### config.mk
export PLATFORM = sky130hd
export DESIGN_NAME = accel_dispatch_ctrl
export DESIGN_NICKNAME = d
export VERILOG_FILES = /design/src/rtl/accel_dispatch_ctrl.sv
export SDC_FILE = /design/constraint.sdc
export NUM_CORES = 1
export LEC_CHECK = 0
export ABC_CLOCK_PERIOD_IN_PS = 3650
export BUFFER_PORTS_ARGS = -buffer_cell sky130_fd_sc_hd__buf_2
export CAP_MARGIN = 25
export CORE_UTILIZATION = 48
export DETAILED_ROUTE_END_ITERATION = 6
export PLACE_DENSITY = 0.82
export REMOVE_ABC_BUFFERS = 1
export SYNTH_ARGS = -nofsm -noshare
export SYNTH_HDL_FRONTEND = slang
export SYNTH_SLANG_ARGS = --single-unit
### constraint.sdc
create_clock -name clk -period 3.65 [get_ports clk]
set_input_delay 0 -clock clk [delete_from_list [all_inputs] [get_ports clk]]
set_output_delay 0 -clock clk [all_outputs]
set_load 0.05 [all_outputs]
### src/rtl/accel_dispatch_ctrl.sv
// accel_dispatch_ctrl: sequences blocking FFT / crypto accelerator ops.
// An op is accepted from ID, its operands and rd are captured, the
// selected engine gets a one-cycle start pulse, and its result is written
// back to the register file. Normal pipeline writeback has priority over
// this write. A WAIT watchdog flags engines that never answer.
module accel_dispatch_ctrl #(
  parameter int unsigned XLEN   = 19,
  parameter int unsigned RAW    = 3,
  parameter int unsigned TO_CYC = 255
) (
  input  logic            clk,
  input  logic            rst,
  input  logic            id_valid,
  input  logic            id_fft,
  input  logic            id_crypto,
  input  logic [4:0]      id_opcode,
  input  logic [RAW-1:0]  id_rd,
  input  logic [XLEN-1:0] id_rs1_data,
  input  logic [XLEN-1:0] id_rs2_data,
  output logic            id_kill,
  output logic            stall,
  output logic            fft_start,
  input  logic            fft_done,
  input  logic [XLEN-1:0] fft_result,
  output logic            cry_start,
  output logic            cry_mode,
  input  logic            cry_done,
  input  logic [XLEN-1:0] cry_result,
  output logic [XLEN-1:0] acc_op_a,
  output logic [XLEN-1:0] acc_op_b,
  input  logic            pipe_wb_valid,
  output logic            acc_wb_en,
  output logic [RAW-1:0]  acc_wb_addr,
  output logic [XLEN-1:0] acc_wb_data,
  output logic            acc_err,
  input  logic            err_clr
);

  localparam int unsigned CW = $clog2(TO_CYC + 1);

  typedef enum logic [1:0] {
    S_IDLE,
    S_ISSUE,
    S_WAIT,
    S_WB
  } state_t;

  state_t            state_q, state_d;
  logic              kind_fft_q, kind_fft_d;
  logic              mode_q, mode_d;
  logic [XLEN-1:0]   opa_q, opa_d;
  logic [XLEN-1:0]   opb_q, opb_d;
  logic [RAW-1:0]    rd_q, rd_d;
  logic [XLEN-1:0]   res_q, res_d;
  logic [CW-1:0]     cnt_q, cnt_d;
  logic              err_q, err_d;
  logic              stall_q, stall_d;

  logic              accept;
  logic              sel_done;
  logic [XLEN-1:0]   sel_result;
  logic              timeout;

  assign accept     = id_valid & (id_fft | id_crypto);
  assign sel_done   = kind_fft_q ? fft_done : cry_done;
  assign sel_result = kind_fft_q ? fft_result : cry_result;

  // Next-state, latch updates and handshake outputs; comb outputs are
  // forced low while reset is held so an in-flight op cannot write back.
  always_comb begin
    state_d    = state_q;
    kind_fft_d = kind_fft_q;
    mode_d     = mode_q;
    opa_d      = opa_q;
    opb_d      = opb_q;
    rd_d       = rd_q;
    res_d      = res_q;
    cnt_d      = cnt_q;
    timeout    = 1'b0;
    id_kill    = 1'b0;
    fft_start  = 1'b0;
    cry_start  = 1'b0;
    acc_wb_en  = 1'b0;

    unique case (state_q)
      S_IDLE: begin
        id_kill = accept & ~rst;
        if (accept) begin
          opa_d      = id_rs1_data;
          opb_d      = id_rs2_data;
          rd_d       = id_rd;
          kind_fft_d = id_fft;
          // Only 11010 (decrypt) sets the mode; 11001 and 11000 clear it.
          mode_d     = (id_opcode == 5'b11010);
          state_d    = S_ISSUE;
        end
      end
      S_ISSUE: begin
        fft_start = kind_fft_q & ~rst;
        cry_start = ~kind_fft_q & ~rst;
        cnt_d     = CW'(TO_CYC);
        state_d   = S_WAIT;
      end
      S_WAIT: begin
        if (sel_done) begin
          res_d   = sel_result;
          state_d = S_WB;
        end else if (cnt_q == '0) begin
          timeout = 1'b1;
          state_d = S_IDLE;
        end else begin
          cnt_d = cnt_q - CW'(1);
        end
      end
      S_WB: begin
        acc_wb_en = ~pipe_wb_valid & ~rst;
        if (~pipe_wb_valid) begin
          state_d = S_IDLE;
        end
      end
      default: state_d = S_IDLE;
    endcase

    err_d   = timeout ? 1'b1 : (err_clr ? 1'b0 : err_q);
    stall_d = (state_d != S_IDLE);
  end

  // State, operand/result latches, watchdog counter and sticky error.
  always_ff @(posedge clk) begin
    if (rst) begin
      state_q    <= S_IDLE;
      kind_fft_q <= 1'b0;
      mode_q     <= 1'b0;
      opa_q      <= '0;
      opb_q      <= '0;
      rd_q       <= '0;
      res_q      <= '0;
      cnt_q      <= '0;
      err_q      <= 1'b0;
      stall_q    <= 1'b0;
    end else begin
      state_q    <= state_d;
      kind_fft_q <= kind_fft_d;
      mode_q     <= mode_d;
      opa_q      <= opa_d;
      opb_q      <= opb_d;
      rd_q       <= rd_d;
      res_q      <= res_d;
      cnt_q      <= cnt_d;
      err_q      <= err_d;
      stall_q    <= stall_d;
    end
  end

  assign stall       = stall_q;
  assign cry_mode    = mode_q;
  assign acc_op_a    = opa_q;
  assign acc_op_b    = opb_q;
  assign acc_wb_addr = rd_q;
  assign acc_wb_data = res_q;
  assign acc_err     = err_q;

endmodule

After elaboration in Yosys (flattened, before gate mapping)
Index checks and enable logic that the tools add are counted.
{ "word_totals": {"reg_bits": 74, "inputBits": 93, "output_inout_bits": 67, "word_cells": 53} }
{ "op_classes": {"addsub": 1, "n_eq_ne": 6, "mux": 19, "bitwise": 9, "reduce_logical": 8} }
{ "ops": {"columns": ["op", "n"], "rows": [
  ["$mux W19", 1],
  ["$mux W8", 2],
  ["$pmux W8 S2", 1],
  ["$mux W1", 10],
  ["$logic_not A8 Y1", 1],
  ["$mux W2", 4],
  ["$pmux W2 S4", 1],
  ["$sub A8 B1 Y8 const B", 1],
  ["$reduce_bool A2 Y1", 3],
  ["$and A1 B1 Y1", 5],
  ["$eq A5 B5 Y1 const B", 1],
  ["$eq A2 B2 Y1 const B", 2],
  ["$ne A2 B2 Y1 const B", 2],
  ["$reduce_and A2 Y1", 2],
  ["$not A1 Y1", 3],
  ["$reduce_and A3 Y1", 1],
  ["$eq A2 B1 Y1 const B", 1],
  ["$logic_not A2 Y1", 1],
  ["$or A1 B1 Y1", 1]
]} }

Longest topological paths before layout
{ "depth": {"word_depth": 5, "depth_mapped": 7, "ltp_nobuf": 6} }

Least setup slack after synthesis
OpenSTA, ideal clock, no wires.
{ "synth_path": {"path_kind": "reg2out", "startpoint": "reg kind_fft_q", "endpoint": "out cry_start", "arrival_ns": 1.841, "required_time_ns": 3.650, "slack_ns": 1.809, "path_stages_with_launch": 4, "path_cell_list": "dfxtp_1 clkbuf_1 buf_1 nor3_1"} }
{ "synth_between": {"elab_chain_cells": 3} }
{ "synth_lines": {"columns": ["element", "line_no", "text"], "rows": [
  ["from (decl)", "49", "logic kind_fft_q, kind_fft_d;"],
  ["from (signal assigned)", "143", "kind_fft_q <= kind_fft_d;"],
  ["$not A1 Y1", "100", "cry_start = ~kind_fft_q & ~rst;"],
  ["$and A1 B1 Y1", "100", null],
  ["$mux W1", "85", "unique case (state_q)"],
  ["to (decl)", "25", "output logic cry_start,"]
]} }
No other way between the ends.

Final worst setup path
{ "layout_path": {"startpoint": "reg state_q[1]", "endpoint": "reg mode_q, in the netlist cry_mode"} }
{ "layout_between": {"elab_chain_cells": 2} }
{ "layout_lines": {"columns": ["element", "line_no", "text"], "rows": [
  ["from (decl)", "48", "state_t state_q, state_d;"],
  ["from (signal assigned)", "142", "state_q <= state_d;"],
  ["$logic_not A2 Y1", "85", null],
  ["$reduce_and A2 Y1 (no source line)", null, null],
  ["to (signal assigned)", "144", "mode_q <= mode_d;"],
  ["to (decl)", "50", "logic mode_q, mode_d;"]
]} }
No other way between the ends.
A chain may end at the register's enable or synchronous reset.

==> results.md <==
- Outcome: complete, no violations
- First-pass GRT wire length: 14000 um
- Number of cells on the worst reg-to-reg path: 5
- Total power density per cell area: 464 nW/um2
- Initial standard-cell utilization of the core: 49.9%
- Register bit count reported by yosys: 74
- Count of TritonRoute iterations in the first routing pass: 4
- Total number of placement rows: 28
- Worst hold stages: 3
- Top Ports: 160
- Min cycle time layout: 2.08 ns
- Share of flip-flops with an asynchronous set or reset: 0%
- Die boundary width: 80.5 um
- Number of buffers inserted by post-CTS setup repair: 0
- Post-CTS resize count: 0
- Critical-path cell list: nor2_1 > o211a_1 > nand4_1 > dlygate4sd3_1 > a21oi_1
- Antenna-violating nets left: 0
- End of the worst register-to-register path: cry_mode$_SDFFE_PP0P_
- Weighted congestion reported at the end of routability-driven placement: 0.747
- Number of enable-type register cells in the synthesized netlist: 0
- Antenna violations before repair: 0
- Half-perimeter wire length after detailed placement: 5220 um
- Worst-case vdd ir drop: 274 uV
- Slowest cell delay on critical path: 0.61 ns
- Maximum number of pins on one net before global-route repair: 46
- Max-capacitance violation count: 0
- Vias in the first global route: 3081
- Setup violation total in the final timing report: 0
- CTS root buf: sky130_fd_sc_hd__clkbuf_8
- Count of unresolved DRC violations after routing: 0
- Vertical die dimension: 80.5 um
- Largest clock skew in the final design: 0.00732 ns
- Fraction of layout cells with a size suffix above 1: 32.5%
- Sequential-to-total area share from yosys stat: 50.1%
- Post-Syn Area: 2960 um2
- Top post-synthesis cells by count: 87 x sky130_fd_sc_hd__nand2_1, 74 x sky130_fd_sc_hd__dfxtp_1, 45 x sky130_fd_sc_hd__a21oi_1
- Total length of routed wires: 9540 um
- Hold Crit Endpoint: acc_wb_data[17]$_SDFFE_PP0P_
- Number of hold buffers added after cts: 55
- Req. time, crit path: 3.92 ns
- Worst r2r src: state_q[1]$_SDFF_PP0_
- Number of vias per cell: 5.22
- Number of instances in the synthesized netlist: 352
- Most frequent cell after synthesis: sky130_fd_sc_hd__nand2_1
- Setup repair after global routing missed its margin: false
- Core area: 5920 um2
- Actual slew at the worst max-slew pin: 0.817 ns
- Via count: 3315
- Yosys top cell area share: 50.1%
- CTS Buf Count: 9
- TritonCTS clock tree: built
- Final period utilization: 57.1%
- Path type of the worst min-delay path: in -> reg
- Layout overhead on the synthesized area: 52.8%
- Final Max Tran Viols: 0
- Number of DRC markers after the initial detailed-route iteration: 142
- Total routing resource utilization after global routing: 28.7%
- Hold path startpoint: fft_result[17]
- Number of clock sinks: 74
- Fmax: 0.480 GHz
- I/O Buffers: 159
- Worst path arrival time: 2.36 ns
- Non-Filler Instances: 635
- CTS Buffer Depth: 2
- Diodes inserted: 0
- Synthesized area per cell: 8.40 um2
- Reg clk slew, reported paths: 0.07 ns
- Setup TNS: 0 ns
- Library cell occupying the most area in the post-synthesis netlist: sky130_fd_sc_hd__dfxtp_1
- Grt ovf: 0
- Source-to-sink clock delay at the later pin of the worst-skew pair: 0.34 ns
- Total Nets Final: 651
- Die footprint: 6480 um2
- Static leakage: 2.07 nW
- Hold Violations, Final: 0
- Nature of the critical path endpoint: flop
- Category of the worst setup path launch point: flop
- Cell count after placement: 565
- Routed wire per std cell: 15.0 um
- Relative slew slack: 45.6%
- Crit Path Category: reg -> reg
- Number of synthesis warnings: 0
- Top post-synthesis cells by area: sky130_fd_sc_hd__dfxtp_1 50%, sky130_fd_sc_hd__nand2_1 11%, sky130_fd_sc_hd__a21oi_1 7.6%, sky130_fd_sc_hd__mux2i_1 6.8%, sky130_fd_sc_hd__a211oi_1 5.3%
- R2R setup slack: 1.57 ns
- Cell at the slowest stage of the critical path: sky130_fd_sc_hd__dlygate4sd3_1
- Dominant register cell in the synthesized netlist: sky130_fd_sc_hd__dfxtp_1
- Worst-path maximum fanout: 18
- Count of cell types in the netlist: 36
- CTS H-tree lvls: 3
logic make-up (layout without fill, tap and decap cells):
| family | Yosys count | after routing | synth area share [%] |
|---|---|---|---|
| and+or+nand+nor | 146 | 146 | 21.0 |
| AOI/OAI and AO/OA | 79 | 79 | 16.9 |
| DFF | 74 | 74 | 50.1 |
| buffers and inverters | 30 | 238 | 4.06 |
| muxes | 20 | 20 | 6.77 |
| adders and majority gates | 2 | 2 | 0.846 |
| xor gates and xnor gates | 1 | 1 | 0.296 |
power by group:
group / total, mW / switching, mW / internal [mW]
clock: 0.612 / 0.283 / 0.329
sequential: 0.916 / 0.0461 / 0.870
combinational: 0.567 / 0.367 / 0.200
total: 2.10 / 0.696 / 1.40
how the worst max path moves through the flow:
stage                                 start                    end  slack (ns)  cells after the start
floorplan           kind_fft_q$_SDFFE_PP0P_       stall$_SDFF_PP0_        0.71                      4
global placement      cnt_q[0]$_SDFFE_PP0P_  cnt_q[3]$_SDFFE_PP0P_        1.81                      6
detailed placement    cnt_q[0]$_SDFFE_PP0P_  cnt_q[6]$_SDFFE_PP0P_        1.72                      6
CTS                   state_q[1]$_SDFF_PP0_  cry_mode$_SDFFE_PP0P_        1.62                      5
global route          state_q[1]$_SDFF_PP0_  cry_mode$_SDFFE_PP0P_        1.42                      5
finish                state_q[1]$_SDFF_PP0_  cry_mode$_SDFFE_PP0P_        1.57                      5
cell type report:
cell class | instances | area, um2
Clock buffer | 12 | 145
Multi-Input combinational cell | 248 | 1360
Clock inverter | 3 | 40.0
Inverter | 4 | 15.0
Sequential cell | 74 | 1480
Tap cell | 75 | 93.8
Fill cell | 414 | 1400
Timing Repair Buffer | 219 | 1380
per-stage QoR:
stage          util, %  hold slack [ns]  power, mW  cell area [um2]  worst slack (ns)
5_1_grt           76.3           0.0147       2.18             4520              1.42
4_1_cts           76.3          0.00147       2.09             4520              1.62
6_report          76.3           0.0146       2.10             4520              1.57
2_1_floorplan        -           0.0691       1.28             2850             0.706
3_3_place_gp      63.9            0.242       1.42             3780              1.81
3_5_place_dp      63.9            0.248       1.44             3780              1.72
metal layers:
layer,GRT usage (%),share of wire [%]
met3,6.25,7.7
met2,50.3,50
met4,19.5,3.1
met5,0,0
met1,30.4,39
layout by cell type (no fill, tap or decap), drive strengths merged, types with 2 or more instances in the layout:
master	Yosys	layout
clkinv	0	2
inv	4	4
o211ai	2	2
o211a	2	2
nor2b	3	3
ha	2	2
mux2i	20	20
dlygate4sd3	0	55
nor2	30	30
nor3b	2	2
buf	4	164
nor4	4	4
a21oi	45	45
nand2	87	87
and3	2	2
clkbuf	22	12
nor3	9	9
dfxtp	74	74
a311oi	2	2
a211oi	21	21
nand3	2	2
state kept, by name, summed over array words and instances (netlist names):
signal,flops
acc_err,1
acc_op_a,19
acc_op_b,19
acc_wb_addr,3
acc_wb_data,19
cnt_q,8
cry_mode,1
kind_fft_q,1
stall,1
state_q,2
critical path, delay by kind of cell (launching register included):
kind | cells | cell delay [ns]
buffers and inverters | 1 | 0.61
AND/OR/NAND/NOR | 2 | 0.37
flip-flops | 1 | 0.37
AO/OA/AOI/OAI | 2 | 0.66
No activity file was read; power rests on OpenSTA's default activity.
